File: src/rtl/read_memory.sv
// Merge-side reader: after the writer finishes a round, drains each slot's
// address-info FIFO in slot order and streams every RAM span as one frame.
module read_memory #(
  parameter int RAM_AW       = 8,
  parameter int DATA_WIDTH   = 24,
  parameter int FDSSI_WIDTH  = 12,
  parameter int TAM_WIDTH    = 2,
  parameter int INFO_WIDTH   = FDSSI_WIDTH + 2 * RAM_AW,
  parameter int GUARD_CYCLES = 2
) (
  input  logic                                 clk,
  input  logic                                 reset,
  input  logic                                 addr_finish,
  output logic                                 merge_finish,
  input  logic [(2**TAM_WIDTH)-1:0]            s_addr_info_tvalid,
  output logic [(2**TAM_WIDTH)-1:0]            s_addr_info_tready,
  input  logic [(2**TAM_WIDTH)*INFO_WIDTH-1:0] s_addr_info,
  output logic                                 ram_ren,
  output logic [RAM_AW-1:0]                    ram_raddr,
  input  logic [DATA_WIDTH-1:0]                ram_dout,
  output logic                                 m_tvalid,
  input  logic                                 m_tready,
  output logic                                 m_tlast,
  output logic [DATA_WIDTH-1:0]                m_tdata,
  output logic [FDSSI_WIDTH-1:0]               m_fdssi,
  output logic [TAM_WIDTH-1:0]                 m_slot
);

  localparam int N  = 2 ** TAM_WIDTH;
  localparam int LW = RAM_AW + 1;
  localparam int GW = (GUARD_CYCLES > 1) ? $clog2(GUARD_CYCLES) : 1;
  localparam logic [GW-1:0]        GUARD_LAST = GW'(GUARD_CYCLES - 1);
  localparam logic [TAM_WIDTH-1:0] SLOT_LAST  = TAM_WIDTH'(N - 1);

  typedef enum logic [2:0] {
    S_IDLE     = 3'd0,
    S_GUARD    = 3'd1,
    S_SELECT   = 3'd2,
    S_READ     = 3'd3,
    S_DONE     = 3'd4,
    S_WAIT_CLR = 3'd5
  } state_t;

  state_t                 state_r;
  state_t                 state_s;
  logic [TAM_WIDTH-1:0]   slot_r;
  logic [GW-1:0]          guard_cnt_r;
  logic [RAM_AW-1:0]      rd_addr_r;
  logic [LW-1:0]          len_r;
  logic [LW-1:0]          issued_r;
  logic                   dv_r;
  logic                   dv_last_r;
  logic                   head_valid_r;
  logic                   head_last_r;
  logic [DATA_WIDTH-1:0]  head_data_r;
  logic                   skid_valid_r;
  logic                   skid_last_r;
  logic [DATA_WIDTH-1:0]  skid_data_r;
  logic [FDSSI_WIDTH-1:0] fdssi_r;
  logic [TAM_WIDTH-1:0]   frame_slot_r;
  logic                   merge_finish_r;

  logic [INFO_WIDTH-1:0]  entry_s;
  logic [FDSSI_WIDTH-1:0] entry_fdssi_s;
  logic [RAM_AW-1:0]      entry_saddr_s;
  logic [RAM_AW-1:0]      entry_eaddr_s;
  logic                   sel_valid_s;
  logic                   pop_s;
  logic                   hs_s;
  logic                   frame_done_s;
  logic [1:0]             pending_s;
  logic                   issue_s;
  logic                   issue_last_s;
  logic [N-1:0]           tready_s;

  // Slot entry decode, handshakes and the read-credit rule (buffer + in flight <= 2)
  always_comb begin
    entry_s       = s_addr_info[slot_r*INFO_WIDTH +: INFO_WIDTH];
    entry_fdssi_s = entry_s[INFO_WIDTH-1 -: FDSSI_WIDTH];
    entry_saddr_s = entry_s[2*RAM_AW-1 -: RAM_AW];
    entry_eaddr_s = entry_s[RAM_AW-1:0];
    sel_valid_s   = s_addr_info_tvalid[slot_r];
    pop_s         = (state_r == S_SELECT) && sel_valid_s;
    hs_s          = head_valid_r && m_tready;
    frame_done_s  = hs_s && head_last_r;
    // occupancy after this cycle's pop plus the word currently on ram_dout
    pending_s     = 2'(head_valid_r) + 2'(skid_valid_r) + 2'(dv_r) - 2'(hs_s);
    issue_s       = (state_r == S_READ) && (issued_r != len_r) && (pending_s < 2'd2);
    issue_last_s  = (issued_r == (len_r - LW'(1)));
  end

  // FSM state register
  always_ff @(posedge clk or posedge reset) begin
    if (reset) begin
      state_r <= S_IDLE;
    end else begin
      state_r <= state_s;
    end
  end

  // FSM next-state and slot pop strobe
  always_comb begin
    state_s  = state_r;
    tready_s = {N{1'b0}};
    case (state_r)
      S_IDLE: begin
        if (addr_finish) state_s = S_GUARD;
        else             state_s = S_IDLE;
      end
      S_GUARD: begin
        if (guard_cnt_r == GUARD_LAST) state_s = S_SELECT;
        else                           state_s = S_GUARD;
      end
      S_SELECT: begin
        if (sel_valid_s) begin
          tready_s[slot_r] = 1'b1;
          state_s          = S_READ;
        end else if (slot_r == SLOT_LAST) begin
          state_s = S_DONE;
        end else begin
          state_s = S_SELECT;
        end
      end
      S_READ: begin
        if (frame_done_s) state_s = S_SELECT;
        else              state_s = S_READ;
      end
      S_DONE: begin
        state_s = S_WAIT_CLR;
      end
      S_WAIT_CLR: begin
        if (!addr_finish) state_s = S_IDLE;
        else              state_s = S_WAIT_CLR;
      end
      default: begin
        state_s = S_IDLE;
      end
    endcase
  end

  // Round control, frame latch and RAM read sequencing
  always_ff @(posedge clk or posedge reset) begin
    if (reset) begin
      merge_finish_r <= 1'b0;
      guard_cnt_r    <= {GW{1'b0}};
      slot_r         <= {TAM_WIDTH{1'b0}};
      rd_addr_r      <= {RAM_AW{1'b0}};
      len_r          <= {LW{1'b0}};
      issued_r       <= {LW{1'b0}};
      fdssi_r        <= {FDSSI_WIDTH{1'b0}};
      frame_slot_r   <= {TAM_WIDTH{1'b0}};
      dv_r           <= 1'b0;
      dv_last_r      <= 1'b0;
    end else begin
      merge_finish_r <= (state_s == S_DONE);

      if (state_r == S_GUARD) guard_cnt_r <= guard_cnt_r + GW'(1);
      else                    guard_cnt_r <= {GW{1'b0}};

      if ((state_r == S_IDLE) && addr_finish) begin
        slot_r <= {TAM_WIDTH{1'b0}};
      end else if ((state_r == S_SELECT) && !sel_valid_s && (slot_r != SLOT_LAST)) begin
        slot_r <= slot_r + TAM_WIDTH'(1);
      end

      if (pop_s) begin
        rd_addr_r    <= entry_saddr_s;
        // span length is modular, so e = s-1 covers the whole RAM
        len_r        <= {1'b0, entry_eaddr_s - entry_saddr_s} + LW'(1);
        issued_r     <= {LW{1'b0}};
        fdssi_r      <= entry_fdssi_s;
        frame_slot_r <= slot_r;
      end else if (issue_s) begin
        rd_addr_r <= rd_addr_r + RAM_AW'(1);
        issued_r  <= issued_r + LW'(1);
      end

      dv_r      <= issue_s;
      dv_last_r <= issue_s && issue_last_s;
    end
  end

  // Two-entry output buffer: head drives the stream, skid absorbs one stalled word
  always_ff @(posedge clk or posedge reset) begin
    if (reset) begin
      head_valid_r <= 1'b0;
      head_last_r  <= 1'b0;
      head_data_r  <= {DATA_WIDTH{1'b0}};
      skid_valid_r <= 1'b0;
      skid_last_r  <= 1'b0;
      skid_data_r  <= {DATA_WIDTH{1'b0}};
    end else if (!head_valid_r || hs_s) begin
      if (skid_valid_r) begin
        head_valid_r <= 1'b1;
        head_last_r  <= skid_last_r;
        head_data_r  <= skid_data_r;
        skid_valid_r <= dv_r;
        skid_last_r  <= dv_last_r;
        skid_data_r  <= ram_dout;
      end else if (dv_r) begin
        head_valid_r <= 1'b1;
        head_last_r  <= dv_last_r;
        head_data_r  <= ram_dout;
      end else begin
        head_valid_r <= 1'b0;
        head_last_r  <= 1'b0;
      end
    end else if (dv_r) begin
      skid_valid_r <= 1'b1;
      skid_last_r  <= dv_last_r;
      skid_data_r  <= ram_dout;
    end
  end

  assign merge_finish       = merge_finish_r;
  assign s_addr_info_tready = tready_s;
  assign ram_ren            = issue_s;
  assign ram_raddr          = rd_addr_r;
  assign m_tvalid           = head_valid_r;
  assign m_tlast            = head_last_r;
  assign m_tdata            = head_data_r;
  assign m_fdssi            = fdssi_r;
  assign m_slot             = frame_slot_r;

endmodule

File: config.mk
export PLATFORM = sky130hd
export DESIGN_NAME = read_memory
export DESIGN_NICKNAME = d
export VERILOG_FILES = /design/src/rtl/read_memory.sv
export SDC_FILE = /design/constraint.sdc
export NUM_CORES = 1
export LEC_CHECK = 0
export ABC_AREA = 1
export CAP_MARGIN = 20
export CORE_MARGIN = 2
export CORE_UTILIZATION = 47
export CTS_CLUSTER_SIZE = 8
export DETAILED_ROUTE_END_ITERATION = 8
export GPL_TIMING_DRIVEN = 0
export PLACE_DENSITY = 0.85
export SYNTH_ARGS = -nofsm -noshare
export SYNTH_HDL_FRONTEND = slang
export SYNTH_SLANG_ARGS = --single-unit
File: constraint.sdc
create_clock -name clk -period 4.5 [get_ports clk]
set_clock_uncertainty 0.05 [all_clocks]
set_input_delay 0.9 -clock clk [delete_from_list [all_inputs] [get_ports clk]]
set_output_delay 0.9 -clock clk [all_outputs]
set_load 0.01 [all_outputs]
==> metrics.md <==
| Metric | Value |
|---|---|
| Total CTS buffers | `9` |
| Initial core utilization | `48.5%` |
| Count of vias placed by the detailed router | `6406` |
| Synthesized instance count | `815` |
| Clk Latency, worst-skew pair | `0.35 ns` |
| Kind of end point of the critical path | `primary output` |
| Final critical-path share of the clock period | `95.2%` |
| FF-to-FF Start | `slot_r[1]$_DFFE_PP0P_` |
| Critical path start-end classification | `in2out` |
| #FFs+latches synth | `101` |
| Final Slew Violations | `0` |
| Setup violation total in the final timing report | `0` |
| Top cells by area, synth | `sky130_fd_sc_hd__dfrtp_1 41%, sky130_fd_sc_hd__nand2_1 14%, sky130_fd_sc_hd__nor2_1 6.2%, sky130_fd_sc_hd__nand3_1 5.1%, sky130_fd_sc_hd__o21ai_0 4.7%` |
| Residual DRC count | `0` |
| Worst min-delay path category | `reg2reg` |
| Number of sinks handled by clock tree synthesis | `101` |
| Cell area after synthesis | `6150 um2` |
| Max-cap violation count | `0` |
| Run status | `finished, final reports clean` |
| DP HPWL | `14.6 mm` |
| Area of the die | `14000 um2` |
| Leakage | `4.01 nW` |
| Asr flop ratio synth | `100%` |
| Wire length of the first global-routing pass | `30.5 mm` |
| Share of synthesized area occupied by flip-flops and latches | `41.1%` |
| Hold Path Depth | `1` |
| Max clock buf depth | `2` |
| Number of design-rule violations left by the first detailed-router iteration | `453` |
| Final wirelength | `18.9 mm` |
| Overall global routing resource usage | `27.3%` |
| Placement Rows | `41` |
| Post-synth top area share | `41.1%` |
| Post-synthesis net count | `977` |
| F_max | `0.233 GHz` |
| Count of pins on the block boundary | `198` |
| Hold-fix buffers at CTS | `0` |
| Minimum clock period after layout | `4.28 ns` |
| Share of post-route cells with drive strength above 1 | `8.24%` |
| RSZ-0062 raised after global routing | `no` |
| Worst slew margin relative to its limit | `61.8%` |
| R2R Path End | `len_r[8]$_DFFE_PP0P_` |
| Root buffer cell | `sky130_fd_sc_hd__clkbuf_16` |
| Post-route antenna net violation count | `0` |
| Critical path startpoint category | `input pin` |
| Number of distinct library cells after synthesis | `38` |
| RePlAce Congestion | `0.933` |
| Routed len/inst | `15.7 um` |
| Core area | `12700 um2` |
| CP arrival | `3.33 ns` |
| Reg-to-reg slack, setup | `0.94 ns` |
| Vias in the first global route | `6270` |
| Number of antenna violations at the first check in global routing | `0` |
| Number of failing hold endpoints at the final stage | `0` |
| R2R depth | `18` |
| Total congestion overflow | `0` |
| Worst-case hold path end point | `guard_cnt_r$_DFF_PP0_` |
| Number of nets in the layout | `1188` |
| Cell area after layout | `8680 um2` |
| Number of antenna diodes | `0` |
| Prevailing post-synth register cell | `sky130_fd_sc_hd__dfrtp_1` |
| Largest net degree at the start of global routing | `56` |
| Post-synth top area cell | `sky130_fd_sc_hd__dfrtp_1` |
| Required time of the critical path | `3.55 ns` |
| Clock transition at the registers of the reported paths | `0.07 ns` |
| Average cell area after synthesis | `7.54 um2` |
| Post-DR vias/cell | `5.33` |
| Actual transition at the worst max-transition pin | `0.574 ns` |
| Power density of the placed cells | `682 nW/um2` |
| Min-Delay Startpoint | `guard_cnt_r$_DFF_PP0_` |
| VDD IR max | `350 uV` |
| TritonCTS clock tree | `yes` |
| Die width | `118 um` |
| Detailed Routing Iterations Pass 1 | `5` |
| Number of synthesis warnings | `0` |
| Critical path fanouts, max | `11` |
| Worst hold margin | `0.397 ns` |
| Height of the die | `118 um` |
| Number of flops mapped to enable cells by yosys | `0` |
| Total cell area at the placement stage | `8370 um2` |
| H-tree levels | `3` |
| Area growth syn-to-layout | `41.1%` |
| Quantity of I/O buffers inserted on ports | `197` |
## power by group
group / internal, W / switching (W)
logic: 0.00150 / 0.00204
registers: 0.00131 / 0.000289
clock network: 0.000436 / 0.000348
## what timing repair did
item / 4_1_cts / 5_1_grt
resized for setup: 0 / 0
setup endpoints to repair: 0 / 1
setup buffers: 0 / 2
endpoints found under the hold margin: 0 / 0
## flip-flops by register name (all words and copies together) (netlist names)
signal        count
len_r             9
slot_r            2
dv_r              1
ram_raddr         8
skid_valid_r      1
skid_data_r      24
state_r           3
m_fdssi          12
m_slot            2
issued_r          9
guard_cnt_r       1
merge_finish      1
m_tdata          24
dv_last_r         1
m_tvalid          1
skid_last_r       1
m_tlast           1
## worst max path at each step
stage	startpoint	end	slack [ns]	depth (start not counted)
after floorplan	reset	dv_last_r$_DFF_PP0_	0.90	1
after global placement	reset	m_fdssi[0]$_DFFE_PP0P_	-0.46	2
after detailed placement	m_tready	ram_ren	0.17	13
after CTS	m_tready	ram_ren	0.16	13
after global routing	m_tready	ram_ren	0.01	13
final	m_tready	ram_ren	0.22	13
## cell usage after synthesis (3+ instances only)
library cell               number
sky130_fd_sc_hd__nand2_1      227
sky130_fd_sc_hd__nor2_1       102
sky130_fd_sc_hd__dfrtp_1      101
sky130_fd_sc_hd__nand3_1       63
sky130_fd_sc_hd__o21ai_0       58
sky130_fd_sc_hd__inv_1         48
sky130_fd_sc_hd__a31oi_1       24
sky130_fd_sc_hd__mux2_2        24
sky130_fd_sc_hd__buf_2         22
sky130_fd_sc_hd__o22ai_1       21
sky130_fd_sc_hd__ha_1          17
sky130_fd_sc_hd__xor2_1        17
sky130_fd_sc_hd__a21oi_1       13
sky130_fd_sc_hd__clkbuf_1      11
sky130_fd_sc_hd__xnor2_1       10
sky130_fd_sc_hd__nand4_1        7
sky130_fd_sc_hd__nor3_1         7
sky130_fd_sc_hd__inv_2          6
sky130_fd_sc_hd__buf_4          5
sky130_fd_sc_hd__o21ai_1        4
sky130_fd_sc_hd__a32oi_1        3
sky130_fd_sc_hd__o22a_1         3
sky130_fd_sc_hd__or2_0          3
## area by class of cell
class,count,area [um2]
Fill cell,1016,3990
Multi-Input combinational cell,616,3190
Sequential cell,101,2530
Timing Repair Buffer,200,2010
Clock buffer,10,229
Buffer,43,224
Tap cell,172,215
Inverter,55,211
Clock inverter,6,68.8
## layer usage
layer | vias to the layer above | wire [um] | global-route usage (%) | share of wire, %
li1 | 3117 | - | - | -
met1 | 2993 | 7770 | 32.4 | 41
met2 | 253 | 9390 | 48.6 | 50
met3 | 43 | 1130 | 4.87 | 5.9
met4 | 0 | 642 | 11.1 | 3.4
met5 | - | 0 | 0 | 0
## worst max-delay path: stages
cell and delay (ns):
sky130_fd_sc_hd__clkdlybuf4s50_1 0.44, sky130_fd_sc_hd__nand2_1 0.09, sky130_fd_sc_hd__inv_1 0.05, sky130_fd_sc_hd__ha_1 0.26, sky130_fd_sc_hd__inv_1 0.04, sky130_fd_sc_hd__ha_1 0.26, sky130_fd_sc_hd__a21oi_1 0.18, sky130_fd_sc_hd__nor2_1 0.06
sky130_fd_sc_hd__nor2_1 0.13, sky130_fd_sc_hd__nand2_1 0.13, sky130_fd_sc_hd__inv_2 0.10, sky130_fd_sc_hd__buf_6 0.15, sky130_fd_sc_hd__clkdlybuf4s50_1 0.54
## placed cells by master, fill, tap and decap left out, drive strengths merged, types with 2 or more instances in the layout
cell,netlist,routed
mux2,24,24
buf,31,34
or2,3,3
a21oi,13,13
a32oi,3,3
nor3,7,7
clkdlybuf4s50,0,197
clkbuf,12,22
nand3,63,63
nor2,105,105
clkinv,0,2
xnor2,10,10
inv,55,57
o22a,3,3
xor2,17,17
a31oi,24,24
ha,17,17
o21ai,63,63
o211ai,2,2
nand2,228,228
o22ai,21,21
dfrtp,101,101
nand4,7,7
## cells by family after synthesis
group,count (synthesis),synth area share [%]
simple gates,416,27.6
buf+inv,98,7.04
xor+xnor,27,3.85
compound gates,131,12.2
fa+ha+maj,18,3.79
mux,24,4.40
flops,101,41.1
## per-stage QoR
stage / cells / power, W / setup TNS, ns / utilization, % / worst slack [ns]
floorplan: 815 / 0.00383 / 0 / - / 0.903
global placement: 1184 / 0.00495 / -46.02 / 65.8 / -0.461
detailed placement: 1185 / 0.00506 / 0 / 66.0 / 0.167
CTS: 1201 / 0.00588 / 0 / 68.4 / 0.157
global route: 1203 / 0.00641 / 0 / 68.5 / 0.0112
finish: 1203 / 0.00592 / 0 / 68.5 / 0.216
(Power assumes the default switching activity.)
